File: config.mk
export PLATFORM = sky130hd
export DESIGN_NAME = lutram_fifo64x3_ctrl_flat
export DESIGN_NICKNAME = d
export VERILOG_FILES = /design/src/rtl/lutram_fifo64x3_ctrl_pkg.sv /design/src/rtl/lutram_fifo64x3_ctrl_if.sv /design/src/rtl/lutram_fifo64x3_ctrl_out_stage.sv /design/src/rtl/lutram_fifo64x3_ctrl.sv /design/src/flat_wrapper.sv
export SDC_FILE = /design/constraint.sdc
export NUM_CORES = 1
export LEC_CHECK = 0
export CORE_ASPECT_RATIO = 0.8
export CORE_MARGIN = 5
export CORE_UTILIZATION = 30
export DETAILED_ROUTE_END_ITERATION = 12
export PLACE_DENSITY = 0.64
export SETUP_SLACK_MARGIN = 0.3
export SLEW_MARGIN = 20
export SYNTH_ARGS = -nofsm -noshare
export SYNTH_HDL_FRONTEND = slang
export SYNTH_SLANG_ARGS = --single-unit
File: constraint.sdc
create_clock -name clk -period 5.42 [get_ports clk]
set_input_delay 1.084 -clock clk [delete_from_list [all_inputs] [get_ports clk]]
set_output_delay 1.084 -clock clk [all_outputs]
set_load 0.01 [all_outputs]
File: src/rtl/lutram_fifo64x3_ctrl_pkg.sv
// Shared widths and output-stage state encoding for the 64x3 LUT-RAM FIFO controller.
package lutram_fifo_pkg;

  localparam int ADDR_W  = 6;
  localparam int DATA_W  = 3;
  localparam int DEPTH   = 64;
  localparam int COUNT_W = 7;

  typedef enum logic {
    OUT_EMPTY = 1'b0,
    OUT_VALID = 1'b1
  } out_state_t;

endpackage

File: src/rtl/lutram_fifo64x3_ctrl_if.sv
// Producer/consumer handshake plus LUT-RAM port bundle for the FIFO controller.
// Optional OVERFLOW/UNDERFLOW signals exist only when LUTRAM_FIFO_ERR_EN is defined.
interface lutram_fifo64x3_ctrl_if import lutram_fifo_pkg::*; ();

  logic               wr_en;
  logic [DATA_W-1:0]  wr_data;
  logic               full;
  logic               almost_full;
  logic               rd_en;
  logic [DATA_W-1:0]  rd_data;
  logic               empty;
  logic               almost_empty;
  logic [COUNT_W-1:0] count;
  logic               mem_we;
  logic [ADDR_W-1:0]  mem_addrd;
  logic               mem_dia;
  logic               mem_dib;
  logic               mem_dic;
  logic               mem_did;
  logic [ADDR_W-1:0]  mem_addra;
  logic [ADDR_W-1:0]  mem_addrb;
  logic [ADDR_W-1:0]  mem_addrc;
  logic               mem_doa;
  logic               mem_dob;
  logic               mem_doc;
`ifdef LUTRAM_FIFO_ERR_EN
  logic               overflow;
  logic               underflow;
`endif

  modport master (
    input  wr_en, wr_data, rd_en, mem_doa, mem_dob, mem_doc,
    output full, almost_full, rd_data, empty, almost_empty, count,
           mem_we, mem_addrd, mem_dia, mem_dib, mem_dic, mem_did,
           mem_addra, mem_addrb, mem_addrc
`ifdef LUTRAM_FIFO_ERR_EN
    , output overflow, underflow
`endif
  );

  modport slave (
    output wr_en, wr_data, rd_en, mem_doa, mem_dob, mem_doc,
    input  full, almost_full, rd_data, empty, almost_empty, count,
           mem_we, mem_addrd, mem_dia, mem_dib, mem_dic, mem_did,
           mem_addra, mem_addrb, mem_addrc
`ifdef LUTRAM_FIFO_ERR_EN
    , input overflow, underflow
`endif
  );

endinterface

File: src/rtl/lutram_fifo64x3_ctrl_out_stage.sv
// First-word-fall-through output register: owns the read pointer and decides when to refill.
//   state     | meaning
//   OUT_EMPTY | output register holds no valid word
//   OUT_VALID | rd_data holds the FIFO head
module lutram_fifo_out_stage import lutram_fifo_pkg::*; (
  input  logic              clk,
  input  logic              rst,
  input  logic              rd_en,
  input  logic              ram_avail,
  input  logic [DATA_W-1:0] mem_do,
  output logic [DATA_W-1:0] rd_data,
  output logic              empty,
  output logic              refill,
  output logic [ADDR_W-1:0] rd_ptr
);

  out_state_t state, state_nxt;

  always_ff @(posedge clk or posedge rst) begin
    if (rst) state <= OUT_EMPTY;
    else     state <= state_nxt;
  end

  always_comb begin
    state_nxt = state;
    refill    = 1'b0;
    case (state)
      OUT_EMPTY: begin
        if (ram_avail) begin
          refill    = 1'b1;
          state_nxt = OUT_VALID;
        end
      end
      OUT_VALID: begin
        if (rd_en) begin
          if (ram_avail) refill    = 1'b1;
          else           state_nxt = OUT_EMPTY;
        end
      end
      default: state_nxt = OUT_EMPTY;
    endcase
  end

  // rd_data keeps its last value after the final pop; only a refill changes it.
  always_ff @(posedge clk or posedge rst) begin
    if (rst) begin
      rd_data <= '0;
      rd_ptr  <= '0;
    end else if (refill) begin
      rd_data <= mem_do;
      rd_ptr  <= rd_ptr + ADDR_W'(1);
    end
  end

  assign empty = (state == OUT_EMPTY);

endmodule

File: src/rtl/lutram_fifo64x3_ctrl.sv
// 64-deep x 3-bit FIFO controller driving an external quad-port LUT-RAM (write on D, read on A/B/C).
// Define LUTRAM_FIFO_ERR_EN to add sticky OVERFLOW/UNDERFLOW outputs.
module lutram_fifo64x3_ctrl import lutram_fifo_pkg::*; #(
  parameter int AFULL_THRESH  = 56,
  parameter int AEMPTY_THRESH = 2
) (
  input  logic                  clk,
  input  logic                  rst,
  lutram_fifo64x3_ctrl_if.master bus
);

  localparam logic [COUNT_W-1:0] AFULL_C  = COUNT_W'(AFULL_THRESH);
  localparam logic [COUNT_W-1:0] AEMPTY_C = COUNT_W'(AEMPTY_THRESH);

  logic [ADDR_W-1:0]  wr_ptr;
  logic [ADDR_W-1:0]  rd_ptr;
  logic [COUNT_W-1:0] ram_cnt, ram_cnt_nxt;
  logic               full_q;
  logic               push_ok;
  logic               refill;
  logic               empty;
  logic               out_valid;

  assign push_ok     = bus.wr_en & ~full_q;
  assign ram_cnt_nxt = ram_cnt + COUNT_W'(push_ok) - COUNT_W'(refill);

  // ram_cnt alone separates full from empty, since wr_ptr == rd_ptr in both cases.
  always_ff @(posedge clk or posedge rst) begin
    if (rst) begin
      wr_ptr  <= '0;
      ram_cnt <= '0;
      full_q  <= 1'b0;
    end else begin
      if (push_ok) wr_ptr <= wr_ptr + ADDR_W'(1);
      ram_cnt <= ram_cnt_nxt;
      full_q  <= (ram_cnt_nxt == COUNT_W'(DEPTH));
    end
  end

  lutram_fifo_out_stage u_out_stage (
    .clk       (clk),
    .rst       (rst),
    .rd_en     (bus.rd_en),
    .ram_avail (ram_cnt != '0),
    .mem_do    ({bus.mem_doc, bus.mem_dob, bus.mem_doa}),
    .rd_data   (bus.rd_data),
    .empty     (empty),
    .refill    (refill),
    .rd_ptr    (rd_ptr)
  );

  assign out_valid        = ~empty;
  assign bus.empty        = empty;
  assign bus.full         = full_q;
  assign bus.count        = ram_cnt + COUNT_W'(out_valid);
  assign bus.almost_full  = (bus.count >= AFULL_C);
  assign bus.almost_empty = (bus.count <= AEMPTY_C);

  assign bus.mem_we    = push_ok & ~rst;
  assign bus.mem_addrd = wr_ptr;
  assign bus.mem_dia   = bus.wr_data[0];
  assign bus.mem_dib   = bus.wr_data[1];
  assign bus.mem_dic   = bus.wr_data[2];
  assign bus.mem_did   = 1'b0;
  assign bus.mem_addra = rd_ptr;
  assign bus.mem_addrb = rd_ptr;
  assign bus.mem_addrc = rd_ptr;

`ifdef LUTRAM_FIFO_ERR_EN
  logic overflow_q, underflow_q;

  always_ff @(posedge clk or posedge rst) begin
    if (rst) begin
      overflow_q  <= 1'b0;
      underflow_q <= 1'b0;
    end else begin
      if (bus.wr_en & full_q) overflow_q  <= 1'b1;
      if (bus.rd_en & empty)  underflow_q <= 1'b1;
    end
  end

  assign bus.overflow  = overflow_q;
  assign bus.underflow = underflow_q;
`endif

endmodule

File: src/flat_wrapper.sv
// flat-port wrapper written by rule: the top's interface ports become plain ports
module lutram_fifo64x3_ctrl_flat import lutram_fifo_pkg::*;
#(
  parameter int AFULL_THRESH  = 56,
  parameter int AEMPTY_THRESH = 2
)
  (clk, rst, bus_wr_en, bus_wr_data, bus_rd_en, bus_mem_doa, bus_mem_dob, bus_mem_doc, bus_full, bus_almost_full, bus_rd_data, bus_empty, bus_almost_empty, bus_count, bus_mem_we, bus_mem_addrd, bus_mem_dia, bus_mem_dib, bus_mem_dic, bus_mem_did, bus_mem_addra, bus_mem_addrb, bus_mem_addrc);
  lutram_fifo64x3_ctrl_if bus_i ();
  input  logic clk;
  input  logic rst;
  input wire logic [$bits(bus_i.wr_en)-1:0] bus_wr_en;
  input wire logic [$bits(bus_i.wr_data)-1:0] bus_wr_data;
  input wire logic [$bits(bus_i.rd_en)-1:0] bus_rd_en;
  input wire logic [$bits(bus_i.mem_doa)-1:0] bus_mem_doa;
  input wire logic [$bits(bus_i.mem_dob)-1:0] bus_mem_dob;
  input wire logic [$bits(bus_i.mem_doc)-1:0] bus_mem_doc;
  output wire logic [$bits(bus_i.full)-1:0] bus_full;
  output wire logic [$bits(bus_i.almost_full)-1:0] bus_almost_full;
  output wire logic [$bits(bus_i.rd_data)-1:0] bus_rd_data;
  output wire logic [$bits(bus_i.empty)-1:0] bus_empty;
  output wire logic [$bits(bus_i.almost_empty)-1:0] bus_almost_empty;
  output wire logic [$bits(bus_i.count)-1:0] bus_count;
  output wire logic [$bits(bus_i.mem_we)-1:0] bus_mem_we;
  output wire logic [$bits(bus_i.mem_addrd)-1:0] bus_mem_addrd;
  output wire logic [$bits(bus_i.mem_dia)-1:0] bus_mem_dia;
  output wire logic [$bits(bus_i.mem_dib)-1:0] bus_mem_dib;
  output wire logic [$bits(bus_i.mem_dic)-1:0] bus_mem_dic;
  output wire logic [$bits(bus_i.mem_did)-1:0] bus_mem_did;
  output wire logic [$bits(bus_i.mem_addra)-1:0] bus_mem_addra;
  output wire logic [$bits(bus_i.mem_addrb)-1:0] bus_mem_addrb;
  output wire logic [$bits(bus_i.mem_addrc)-1:0] bus_mem_addrc;
  assign bus_i.wr_en = bus_wr_en;
  assign bus_i.wr_data = bus_wr_data;
  assign bus_i.rd_en = bus_rd_en;
  assign bus_i.mem_doa = bus_mem_doa;
  assign bus_i.mem_dob = bus_mem_dob;
  assign bus_i.mem_doc = bus_mem_doc;
  assign bus_full = bus_i.full;
  assign bus_almost_full = bus_i.almost_full;
  assign bus_rd_data = bus_i.rd_data;
  assign bus_empty = bus_i.empty;
  assign bus_almost_empty = bus_i.almost_empty;
  assign bus_count = bus_i.count;
  assign bus_mem_we = bus_i.mem_we;
  assign bus_mem_addrd = bus_i.mem_addrd;
  assign bus_mem_dia = bus_i.mem_dia;
  assign bus_mem_dib = bus_i.mem_dib;
  assign bus_mem_dic = bus_i.mem_dic;
  assign bus_mem_did = bus_i.mem_did;
  assign bus_mem_addra = bus_i.mem_addra;
  assign bus_mem_addrb = bus_i.mem_addrb;
  assign bus_mem_addrc = bus_i.mem_addrc;
  lutram_fifo64x3_ctrl #(.AFULL_THRESH(AFULL_THRESH), .AEMPTY_THRESH(AEMPTY_THRESH)) u_core (.clk(clk), .rst(rst), .bus(bus_i));
endmodule
Yosys cells after proc, flatten, opt, wreduce, memory -nomap -nowiden. Index checks and enable logic that the tools add are counted.

Bits in registers: 24. Input bits: 10. Output and inout port bits: 43. Logic and storage cells: 25.

Add/subtract/negate cells: 5. Order comparisons: 2. Equality and inequality tests: 1. Mux-type cells: 5. Bitwise operators: 5. Reduce and logical (&&, ||, !) cells: 1.

Operators with widths (number): 7-bit by 1-bit adder with 7-bit output (2); 6-bit by 1-bit adder with 6-bit output, second input constant (2); 7-bit equality test, second input constant (1); 7-bit by 6-bit >= comparator with 1-bit output, second input constant (1); 7-bit by 2-bit less-or-equal comparator with 1-bit output, second input constant (1); 7-bit nonzero test (1); 7-bit by 1-bit subtractor with 7-bit output (1); 1-bit case mux with 2 select lines (2); 1-bit two-way mux (3); 1-bit inverter (3); 1-bit bitwise AND (2).

Longest topological paths before layout. Gate-level depths: netlist of run 1.

Depth after elaboration: 6. Depth in mapped cells: 15. Mapped depth without buffers: 15.

Hierarchy. A second synthesis of run 1 with hierarchy kept.

Cells, all modules: 152. Area total of the unflattened synthesis: 1575.3 um^2.

By module, submodules not included: lutram_fifo64x3_ctrl (instances 1, cells an instance 119, area an instance 1143.6 um^2, sequential area each 350.3 um^2); lutram_fifo_out_stage (instances 1, cells an instance 33, area an instance 431.7 um^2, sequential area each 250.2 um^2).

Worst setup path after synthesis of run 1. Ideal clock, no wire load.

Path kind: input port to flip-flop. From: input bus_rd_en. To: register u_core.ram_cnt[6]. Library setup time: 0.120 ns. Data arrival time: 3.216 ns. Data required time: 5.300 ns. Slack: 2.084 ns. Cell stages on the path: 12. Path buffers: 0. Cells stage by stage: inv_1 a21oi_2 ha_1 inv_1 ha_1 inv_1 fa_1 nor2b_4 o311a_4 o21bai_4 a21oi_2 and2b_2.

Word-level cells in the longest chain between the ends: 3.

RTL lines: start, declared (line flat_wrapper.sv:13) `input wire logic [$bits(bus_i.rd_en)-1:0] bus_rd_en;`; 1-bit two-way mux (line lutram_fifo64x3_ctrl_out_stage.sv:35) `if (rd_en) begin`; 1-bit case mux with 2 select lines (line lutram_fifo64x3_ctrl_out_stage.sv:27) `case (state)`; 7-bit by 1-bit subtractor with 7-bit output (line lutram_fifo64x3_ctrl.sv:25) `assign ram_cnt_nxt = ram_cnt + COUNT_W'(push_ok) - COUNT_W'(refill);`; net u_core.ram_cnt_nxt[6] (line lutram_fifo64x3_ctrl.sv:17) `logic [COUNT_W-1:0] ram_cnt, ram_cnt_nxt;`; end signal, assigned (line lutram_fifo64x3_ctrl.sv:35) `ram_cnt <= ram_cnt_nxt;`; end, declared (line lutram_fifo64x3_ctrl.sv:17).

The timed path passes the listed nets, and every way through them passes these cells. A chain may end at the register's enable or synchronous reset.

Final worst setup path of run 1.
From: input bus_wr_en. To: output bus_mem_we.

Word-level cells in the longest chain between the ends: 2.

RTL lines: start, declared (line flat_wrapper.sv:11) `input wire logic [$bits(bus_i.wr_en)-1:0] bus_wr_en;`; 1-bit bitwise AND (line lutram_fifo64x3_ctrl.sv:24) `assign push_ok = bus.wr_en & ~full_q;`; 1-bit bitwise AND (line lutram_fifo64x3_ctrl.sv:59) `assign bus.mem_we = push_ok & ~rst;`; end, declared (line flat_wrapper.sv:23) `output wire logic [$bits(bus_i.mem_we)-1:0] bus_mem_we;`.

Every way passes these cells.

==> results of run 1 <==
kinds of logic after synthesis:
family | count (synthesis) | share of synthesized area
compound gates | 14 | 0.07557
xor+xnor | 19 | 0.1069
fa+ha+maj | 18 | 0.1495
buf+inv | 36 | 0.1254
flops | 24 | 0.3859
mux | 5 | 0.03617
other cells | 1 | 0.002409
simple gates | 30 | 0.1182
cell usage after synthesis (all sizes together), types with 3 or more instances:
master  number
nand2        9
nand4        4
dfrtp       24
ha          17
o21ai        3
nand3        3
xor2         6
inv         19
a21oi        5
mux2         5
buf         16
xnor2       13
layer usage:
layer / part of all wire / track usage
met5: 0 / 0
met4: 0.0055 / 0.02149
met3: 0.061 / 0.03033
met2: 0.45 / 0.1394
met1: 0.49 / 0.1183
state kept, by name (all words and copies together) (netlist names):
name and flops:
u_core.ram_cnt 7, u_core.u_out_stage.state 1, u_core.u_out_stage.rd_data 3, u_core.u_out_stage.rd_ptr 6
u_core.bus.full 1, u_core.bus.mem_addrd 6
final timing paths:
check	depth (start not counted)	end	slack, ns	start
max	4	bus_mem_we	1.57	bus_wr_en
min	1	u_core.bus.mem_addrd[5]$_DFFE_PP0P_	0.49	u_core.bus.mem_addrd[5]$_DFFE_PP0P_
max reg2reg	15	u_core.ram_cnt[6]$_DFF_PP0_	2.14	u_core.ram_cnt[5]$_DFF_PP0_
min reg2reg	1	u_core.bus.mem_addrd[5]$_DFFE_PP0P_	0.49	u_core.bus.mem_addrd[5]$_DFFE_PP0P_
max in group asynchronous	3	u_core.ram_cnt[1]$_DFF_PP0_	4.02	rst
min in group asynchronous	3	u_core.u_out_stage.rd_ptr[4]$_DFFE_PP0N_	1.17	rst
power breakdown:
group          leakage (nW)  total (W)  internal (W)  switching [W]
Sequential            0.282   0.000363      0.000262       0.000101
Combinational         0.584   0.000921      0.000505       0.000416
Clock                0.0288   0.000120     0.0000647      0.0000550
Total                 0.895    0.00140      0.000832       0.000571
layout make-up:
type	instances	area, um^2	area share
multi-input combinational	87	760.7	0.3760
sequential	24	600.6	0.2968
timing repair buffer	46	457.9	0.2263
tap	62	77.57	0.03834
inverter	19	71.32	0.03525
clock buffer	4	55.05	0.02721
stage by stage:
step | setup WS, ns | cell area, um^2 | power, W | utilization | hold WS [ns]
after detailed placement | 1.357 | 1968 | 0.001299 | 0.3931 | 0.4752
after global placement | 1.444 | 1968 | 0.001288 | 0.3931 | 0.4718
after floorplan | 2.084 | 1556 | 0.0009692 | - | 0.5006
final | 1.570 | 2023 | 0.001404 | 0.4040 | 0.4862
after global routing | 1.462 | 2023 | 0.001534 | 0.4040 | 0.5045
after CTS | 1.529 | 2023 | 0.001426 | 0.4040 | 0.4920
worst max-delay path: cells and delay by family:
kind | cells | cell delay, ns
buf+inv | 2 | 0.98
simple gates | 2 | 0.70
==> impl_results.md, run 1 <==
* Pre-antenna DRT Iters at 4
* Crit. End Element: output pin
* Skew-Pair Late Insertion Delay at 0.26 ns
* Netlist cell types at 33
* Width of the die at 90.53 um
* Slew @ Worst Pin at 0.5934 ns
* Nets at 209
* Max stage delay on crit path at 0.53 ns
* Max rail drop VDD at 0.0003868 V
* Slew Limit Fails at 0
* CP required at 4.34 ns
* Non-filler instance count after layout at 242
* Most used cell, CP: clkdlybuf4s50_1
* Die height at 74.43 um
* Synth Instances at 147
* Post-CTS sizing at 0
* Most common cell after layout, fill and taps aside: clkdlybuf4s50_1
* TNS Setup at 0 ns
* Final hold viol count at 0
* Hold Crit Class: reg2reg
* Synth area leaders: dfrtp_1, ha_1, buf_4
* Pleak at 0.8949 nW
* Main flop type after synthesis: dfrtp_1
* Cell Area, Synth at 1556 um^2
* Final setup violation count at 0
* Commonest non-fill, non-tap cells in the layout: clkdlybuf4s50_1, dfrtp_1, inv_1
* Die Area at 6738 um^2
* Max Clock Freq at 0.2598 GHz
* Ant diodes at 0
* Share of the synthesized area in the top cell type at 0.3859
* DR DRC count at 0
* Pin count of the biggest net entering global routing at 26
* Relative slew slack at 0.6036
* Initial DRC count at 33
* Number of synthesized flops with an enable pin at 0
* Vias/cell at 4.372
* Critical path class: in2out
* Layout cell share with drive strength beyond 1 at 0.09444
* Initial antenna violation count at 0
* Gp weighted congestion at 0.7996
* Post-CTS Setup Repair Bufs at 0
* Initial Util at 0.3108
* Io pins at 53
* Synth async-reset ratio at 1.000
* Port-buffer cells at 45
* CTS Sinks at 24
* Area Overhead vs Synth at 29.98%
* Root buf cell: clkbuf_8
* Via count at 1058
* DR WL/cell at 11.91 um
* Synth Register Bits at 24
* Syn nets at 175
* Fill count at 506
* Final worst path period share at 0.7103
* RSZ-0062 raised after global routing: no
* Power per cell area at 693.7 nW/um^2
* Final HPWL DP at 2355 um
* WL final at 2883 um
* Clock buffer depth at 2
* Rows at 23
* Core ar. at 5007 um^2
* Vias in the first global route at 1033
* DRT antenna net count at 0
* First-pass GRT wire length at 4912 um
* Status: complete, no violations
* CP max FO at 7
* CTS H-Tree Depth at 1
* Setup crit start kind: input port
* Clock skew at 0.002904 ns
* Yosys top cell by area: dfrtp_1
* WP data arrival at 2.77 ns
* Hold_buf cts at 0
* CTS tree: done
* Clock transition at the registers of the reported paths at 0.08 ns
* YS warnings at 0
* Synthesized area per cell at 10.59 um^2
* Max-Cap Viols at 0
* GR Overflow Total at 0
* Placed Instances at 238
* Gr usage total at 0.08855
* Tmin final at 3.850 ns
* Slowest-stage cell, CP: clkdlybuf4s50_1
* Num CTS Buffers at 3
* CP Cell Sequence: clkdlybuf4s50_1 > nor2b_1 > and2_1 > clkdlybuf4s50_1
* Part of the Yosys area used for sequential elements at 0.3859
Power figures use the tool's default switching activity.
==> run 2, diff against run 1 <==
clock period = 3.6 ns   (was 5.42 ns; I/O delays follow)
==> run 2 against run 1 <==
Core utilization is 0.15 points higher. Clock skew is 0.0021 ns higher. Final area is 0.37% higher. Register-to-register slack worse by 1.6 ns. Cell count is 0.41% higher.
==> impl_results.md, run 2 (synthesis results as in run 1) <==
* Max-Cap Viols at 0 (unchanged)
* Max stage delay on crit path at 0.54 ns (about the same)
* Skew-Pair Late Insertion Delay at 0.27 ns (about the same)
* RSZ-0062 raised after global routing: no
* CTS tree: done
* Hold Crit Class: reg2reg
* Width of the die at 90.53 um (unchanged)
* Crit. End Element: output pin
* Max rail drop VDD at 0.0004988 V (+29%)
* Setup crit start kind: input port
* Vias in the first global route at 1061 (+2.7%)
* Initial Util at 0.3108 (unchanged)
* Slowest-stage cell, CP: clkdlybuf4s50_1
* Largest delay share family, worst path: buffers and inverters
* TNS Setup at 0 ns (unchanged)
* Pin count of the biggest net entering global routing at 25 (-3.8%)
* Vias/cell at 4.366 (-0.13%)
* Ant diodes at 0 (unchanged)
* Die Area at 6738 um^2 (unchanged)
* WP data arrival at 2.33 ns (-0.44 ns)
* Clock skew at 0.005049 ns (+0.002145 ns)
* Layout cell share with drive strength beyond 1 at 0.1050 (+0.01053)
* CTS H-Tree Depth at 1 (unchanged)
* Top reg by flops: u_core.ram_cnt
* Rows at 23 (unchanged)
* Die height at 74.43 um (unchanged)
* Power per cell area at 1035 nW/um^2 (+49%)
* DR DRC count at 0 (unchanged)
* Pleak at 0.8976 nW (+0.30%)
* Slew Limit Fails at 0 (unchanged)
* Final HPWL DP at 2449 um (+4.0%)
* Tmin final at 3.047 ns
* Placed standard-cell area at 1983 um^2 (+0.76%)
* CTS Sinks at 24 (unchanged)
* WL final at 3023 um (+4.9%)
* CP required at 2.88 ns (-1.46 ns)
* Num CTS Buffers at 3 (unchanged)
* Clock transition at the registers of the reported paths at 0.08 ns (about the same)
* Initial DRC count at 35 (+6.1%)
* DR WL/cell at 12.44 um (+4.4%)
* Max Clock Freq at 0.3282 GHz
* Via count at 1061 (+0.28%)
* Commonest non-fill, non-tap cells in the layout: clkdlybuf4s50_1, dfrtp_1, inv_1
* GR Overflow Total at 0 (unchanged)
* CP max FO at 6 (-1)
* Core ar. at 5007 um^2 (unchanged)
* Final worst path period share at 0.8463
* Critical path class: in2out
* Gr usage total at 0.09228 (+0.003728)
* Io pins at 53 (unchanged)
* Max reg flops at 7 (unchanged)
* Initial antenna violation count at 0 (unchanged)
* Gp weighted congestion at 0.7755 (-3.0%)
* First-pass GRT wire length at 5043 um (+2.7%)
* Layout Utilization at 0.4055 (+0.001499)
* DRT antenna net count at 0 (unchanged)
* Most common cell after layout, fill and taps aside: clkdlybuf4s50_1
* Most used cell, CP: clkdlybuf4s50_1
* Pre-antenna DRT Iters at 4 (unchanged)
* Clock buffer depth at 2 (unchanged)
* Post-route cell area at 2031 um^2 (+0.37%)
* Worst path bufs/invs at 3 (+1)
* Nets at 211 (+0.96%)
* CP Cell Sequence: clkdlybuf4s50_1 > nor2b_1 > buf_4 > and2_1 > clkdlybuf4s50_1
* Port-buffer cells at 45 (unchanged)
* Fill count at 495 (-2.2%)
* Status: complete, no violations
* Area Overhead vs Synth at 30.47%
* Hold slack final at 0.4789 ns (-0.007275 ns)
* Final hold viol count at 0 (unchanged)
* Root buf cell: clkbuf_8
* Final setup violation count at 0 (unchanged)
## run 2: cell types whose count changed in the layout (fill, tap and decap cells not counted)
| cell | before | now |
|---|---|---|
| nor4_1 | 2 | 1 |
| buf_4 | 1 | 3 |
| clkbuf_8 | 4 | 3 |
| nor4_2 | 0 | 1 |
## run 2: path summary, 6_finish.rpt
path                                                          start                                   to  slack, ns  cells past startpoint
max in group asynchronous                                       rst          u_core.ram_cnt[6]$_DFF_PP0_       2.54                      3
min in group asynchronous                                       rst  u_core.bus.mem_addrd[0]$_DFFE_PP0P_       0.83                      3
worst max-delay path                                      bus_wr_en                           bus_mem_we       0.55                      5
worst max register to register          u_core.ram_cnt[3]$_DFF_PP0_          u_core.ram_cnt[6]$_DFF_PP0_       0.57                     15
worst min register to register  u_core.bus.mem_addrd[5]$_DFFE_PP0P_  u_core.bus.mem_addrd[5]$_DFFE_PP0P_       0.48                      1
worst min-delay path            u_core.bus.mem_addrd[5]$_DFFE_PP0P_  u_core.bus.mem_addrd[5]$_DFFE_PP0P_       0.48                      1
## run 2: through the flow
stage                     power (W)  setup slack [ns]  std cells
after global placement     0.001942            0.3146        240
after detailed placement   0.001966            0.2787        240
final                      0.002103            0.5533        243
after floorplan            0.001459            0.6284        147
after global routing       0.002300            0.3437        243
after CTS                  0.002131            0.4033        243
## run 2: metal layers
layer | up-vias | GRT usage | part of all wire
met5 | - | 0 | 0
met4 | 0 | 0.02810 | 0.013
met3 | 4 | 0.03337 | 0.074
met2 | 30 | 0.1442 | 0.43
met1 | 495 | 0.1209 | 0.48
li1 | 532 | - | -
## run 2: area by class of cell
| class | count | area (um^2) | area share |
|---|---|---|---|
| multi-input cells | 87 | 767.0 | 0.3777 |
| clock buffers | 3 | 41.29 | 0.02033 |
| repair buffers | 48 | 473.0 | 0.2329 |
| flip-flops and latches | 24 | 600.6 | 0.2957 |
| well taps | 62 | 77.57 | 0.03820 |
| inverters | 19 | 71.32 | 0.03512 |
## run 2: worst reg2reg max path, delay by kind of cell (launching register included)
kind / cells / cell delay, ns
and+or+nand+nor: 4 / 0.68
AOI/OAI and AO/OA: 4 / 0.53
DFF: 1 / 0.46
adders and majority gates: 4 / 1.02
buffers and inverters: 3 / 0.23
## run 2: repair_timing
action | in CTS | in global routing
buffers inserted | 0 | 0
hold buffers | 0 | 0
endpoints found under the hold margin | 0 | 0
gates resized for setup | 0 | 1
endpoints found under the setup margin | 0 | 1
## run 2: power by group
| part | internal [W] | leakage, nW | switching, W |
|---|---|---|---|
| Clock | 0.0000748 | 0.0216 | 0.0000830 |
| Sequential | 0.000395 | 0.282 | 0.000157 |
| Combinational | 0.000763 | 0.594 | 0.000630 |
==> run 3, diff against run 2 <==
PLACE_DENSITY = 0.66   (was 0.64)
clock period = 2.5 ns   (was 3.6 ns; I/O delays follow)
==> run 3 against run 2 <==
The run now ends with setup timing left. Wire length increased by 33%. Non-clock buffer count increased by 45. Clock skew down 0.0026 ns. Final area rose by 28%. Combinational power up 140%. Die area unchanged. Setup slack worse by 0.83 ns. Clock power increased by 66%. Global-route usage grew 3.0 points. Sequential cell count did not move. First-iteration DRC count up 57%. Critical path type is now reg2reg.
==> impl_results.md, run 3 (synthesis results as in run 1) <==
* Max-Cap Viols at 0 (unchanged)
* Hold_buf cts at 0 (unchanged)
* Root buf cell: clkbuf_8
* Nets at 256 (+21%)
* Area occupied by multi-input gates at 975.9 um^2 (+27%)
* Initial Util at 0.3108 (unchanged)
* Core ar. at 5007 um^2 (unchanged)
* CP required at 2.68 ns (-0.20 ns)
* Final HPWL DP at 2608 um (+6.5%)
* Tmin final at 2.779 ns
* Commonest non-fill, non-tap cells in the layout: buf_4, clkdlybuf4s50_1, dfrtp_1
* WP data arrival at 2.96 ns (+0.63 ns)
* Initial antenna violation count at 0 (unchanged)
* Non-filler instance count after layout at 289 (+19%)
* Fill count at 459 (-7.3%)
* CP max FO at 3 (-3)
* Layout Utilization at 0.5185 (+0.1129)
* Failing checks: setup timing
* Layout cell share with drive strength beyond 1 at 0.4714 (+0.3664)
* CTS H-Tree Depth at 1 (unchanged)
* Clock buffer depth at 2 (unchanged)
* Critical path class: reg2reg
* Slew Limit Fails at 0 (unchanged)
* Max reg flops at 7 (unchanged)
* Clock skew at 0.002402 ns (-0.002647 ns)
* Width of the die at 90.53 um (unchanged)
* Gr usage total at 0.1220 (+0.02975)
* Gp weighted congestion at 0.8537 (+10%)
* CTS Sinks at 24 (unchanged)
* RSZ-0062 raised after global routing: yes
* Pwr Total at 0.004288 W (+100%)
* Seq. cell area at 600.6 um^2 (unchanged)
* DR WL/cell at 13.95 um (+12%)
* Max Clock Freq at 0.3599 GHz
* Pleak at 1.192 nW (+33%)
* Via count at 1264 (+19%)
* WL final at 4032 um (+33%)
* Pin count of the biggest net entering global routing at 25 (unchanged)
* Skew-Pair Late Insertion Delay at 0.27 ns (about the same)
* Power per cell area at 1651 nW/um^2 (+60%)
* Final hold viol count at 0 (unchanged)
* GR Overflow Total at 0 (unchanged)
* Final worst path period share at 1.111
* Vias in the first global route at 1332 (+26%)
* First-pass GRT wire length at 6534 um (+30%)
* Area Overhead vs Synth at 66.80%
* Num CTS Buffers at 3 (unchanged)
* Pre-antenna DRT Iters at 4 (unchanged)
* Vias/cell at 4.374 (+0.17%)
* Die Area at 6738 um^2 (unchanged)
* Top reg by flops: u_core.ram_cnt
* Port-buffer cells at 45 (unchanged)
* Max rail drop VDD at 0.0008893 V (+78%)
* Setup WS post-layout at -0.2785 ns (-0.8318 ns)
* Clock transition at the registers of the reported paths at 0.08 ns (about the same)
* Final setup violation count at 5 (+5)
* Die height at 74.43 um (unchanged)
* Ant diodes at 0 (unchanged)
* Crit. End Element: flip-flop
* Io pins at 53 (unchanged)
* Worst slack at placement at -0.4170 ns (-0.6957 ns)
* Placed Instances at 260 (+8.3%)
* CTS tree: done
* Setup crit start kind: flip-flop
* DRT antenna net count at 0 (unchanged)
* Rows at 23 (unchanged)
* DR DRC count at 0 (unchanged)
* Status: finished, violations left
* Initial DRC count at 55 (+57%)
* Hold Crit Class: reg2reg
* Most common cell after layout, fill and taps aside: buf_4
run 3: cell types whose count changed in the layout (fill, tap and decap cells not counted), sizes merged:
cell / delta
clkdlybuf4s50: -10
dlygate4sd2: +1
dlymetal6s2s: +1
clkdlybuf4s15: +1
clkbuf: +2
buf: +51
run 3: final cells by class:
type	count	area share
repair buffers	93	0.3142
well taps	62	0.02988
flip-flops and latches	24	0.2313
multi-input cells	87	0.3759
clock buffers	4	0.02120
inverters	19	0.02747
run 3: metal layers:
layer	track usage	share of wire
met1	0.1586	0.44
met2	0.2079	0.50
met3	0.03134	0.048
met4	0.02645	0.0084
met5	0	0
run 3: timing repair:
action,in CTS,in global routing
endpoints found under the setup margin,16,16
pin swaps,12,6
setup buffers,21,4
resized for setup,62,18
run 3: report_power, final:
part,switching (W),total (W),internal (W)
Sequential,0.000180,0.000749,0.000570
Combinational,0.00141,0.00328,0.00187
Clock,0.000123,0.000263,0.000141
run 3: worst paths after layout:
path / startpoint / endpoint / slack [ns] / cells after the start
max: u_core.ram_cnt[2]$_DFF_PP0_ / u_core.bus.full$_DFF_PP0_ / -0.28 / 16
min: u_core.bus.mem_addrd[5]$_DFFE_PP0P_ / u_core.bus.mem_addrd[5]$_DFFE_PP0P_ / 0.48 / 1
max reg2reg: u_core.ram_cnt[2]$_DFF_PP0_ / u_core.bus.full$_DFF_PP0_ / -0.28 / 16
min reg2reg: u_core.bus.mem_addrd[5]$_DFFE_PP0P_ / u_core.bus.mem_addrd[5]$_DFFE_PP0P_ / 0.48 / 1
max in group asynchronous: rst / u_core.ram_cnt[4]$_DFF_PP0_ / 1.64 / 3
min in group asynchronous: rst / u_core.bus.mem_addrd[4]$_DFFE_PP0P_ / 0.63 / 3
run 3: critical path: stages, from the launching register on:
cell	delay [ns]
dfrtp_1	0.39
inv_2	0.10
ha_4	0.15
nand2_4	0.05
nor4_4	0.17
a21oi_2	0.07
ha_1	0.29
inv_2	0.04
ha_4	0.15
inv_2	0.05
fa_2	0.24
nor2b_4	0.05
o311a_4	0.34
o21bai_4	0.15
a21oi_2	0.07
buf_4	0.15
nor4b_4	0.20
run 3: through the flow:
| stage | area, um^2 | TNS [ns] | hold slack, ns |
|---|---|---|---|
| floorplan | 1578 | -0.6605 | 0.5057 |
| global placement | 2155 | -1.425 | 0.4663 |
| detailed placement | 2155 | -1.424 | 0.4702 |
| CTS | 2516 | -0.7007 | 0.4871 |
| global route | 2596 | -1.463 | 0.4976 |
| finish | 2596 | -0.7882 | 0.4787 |
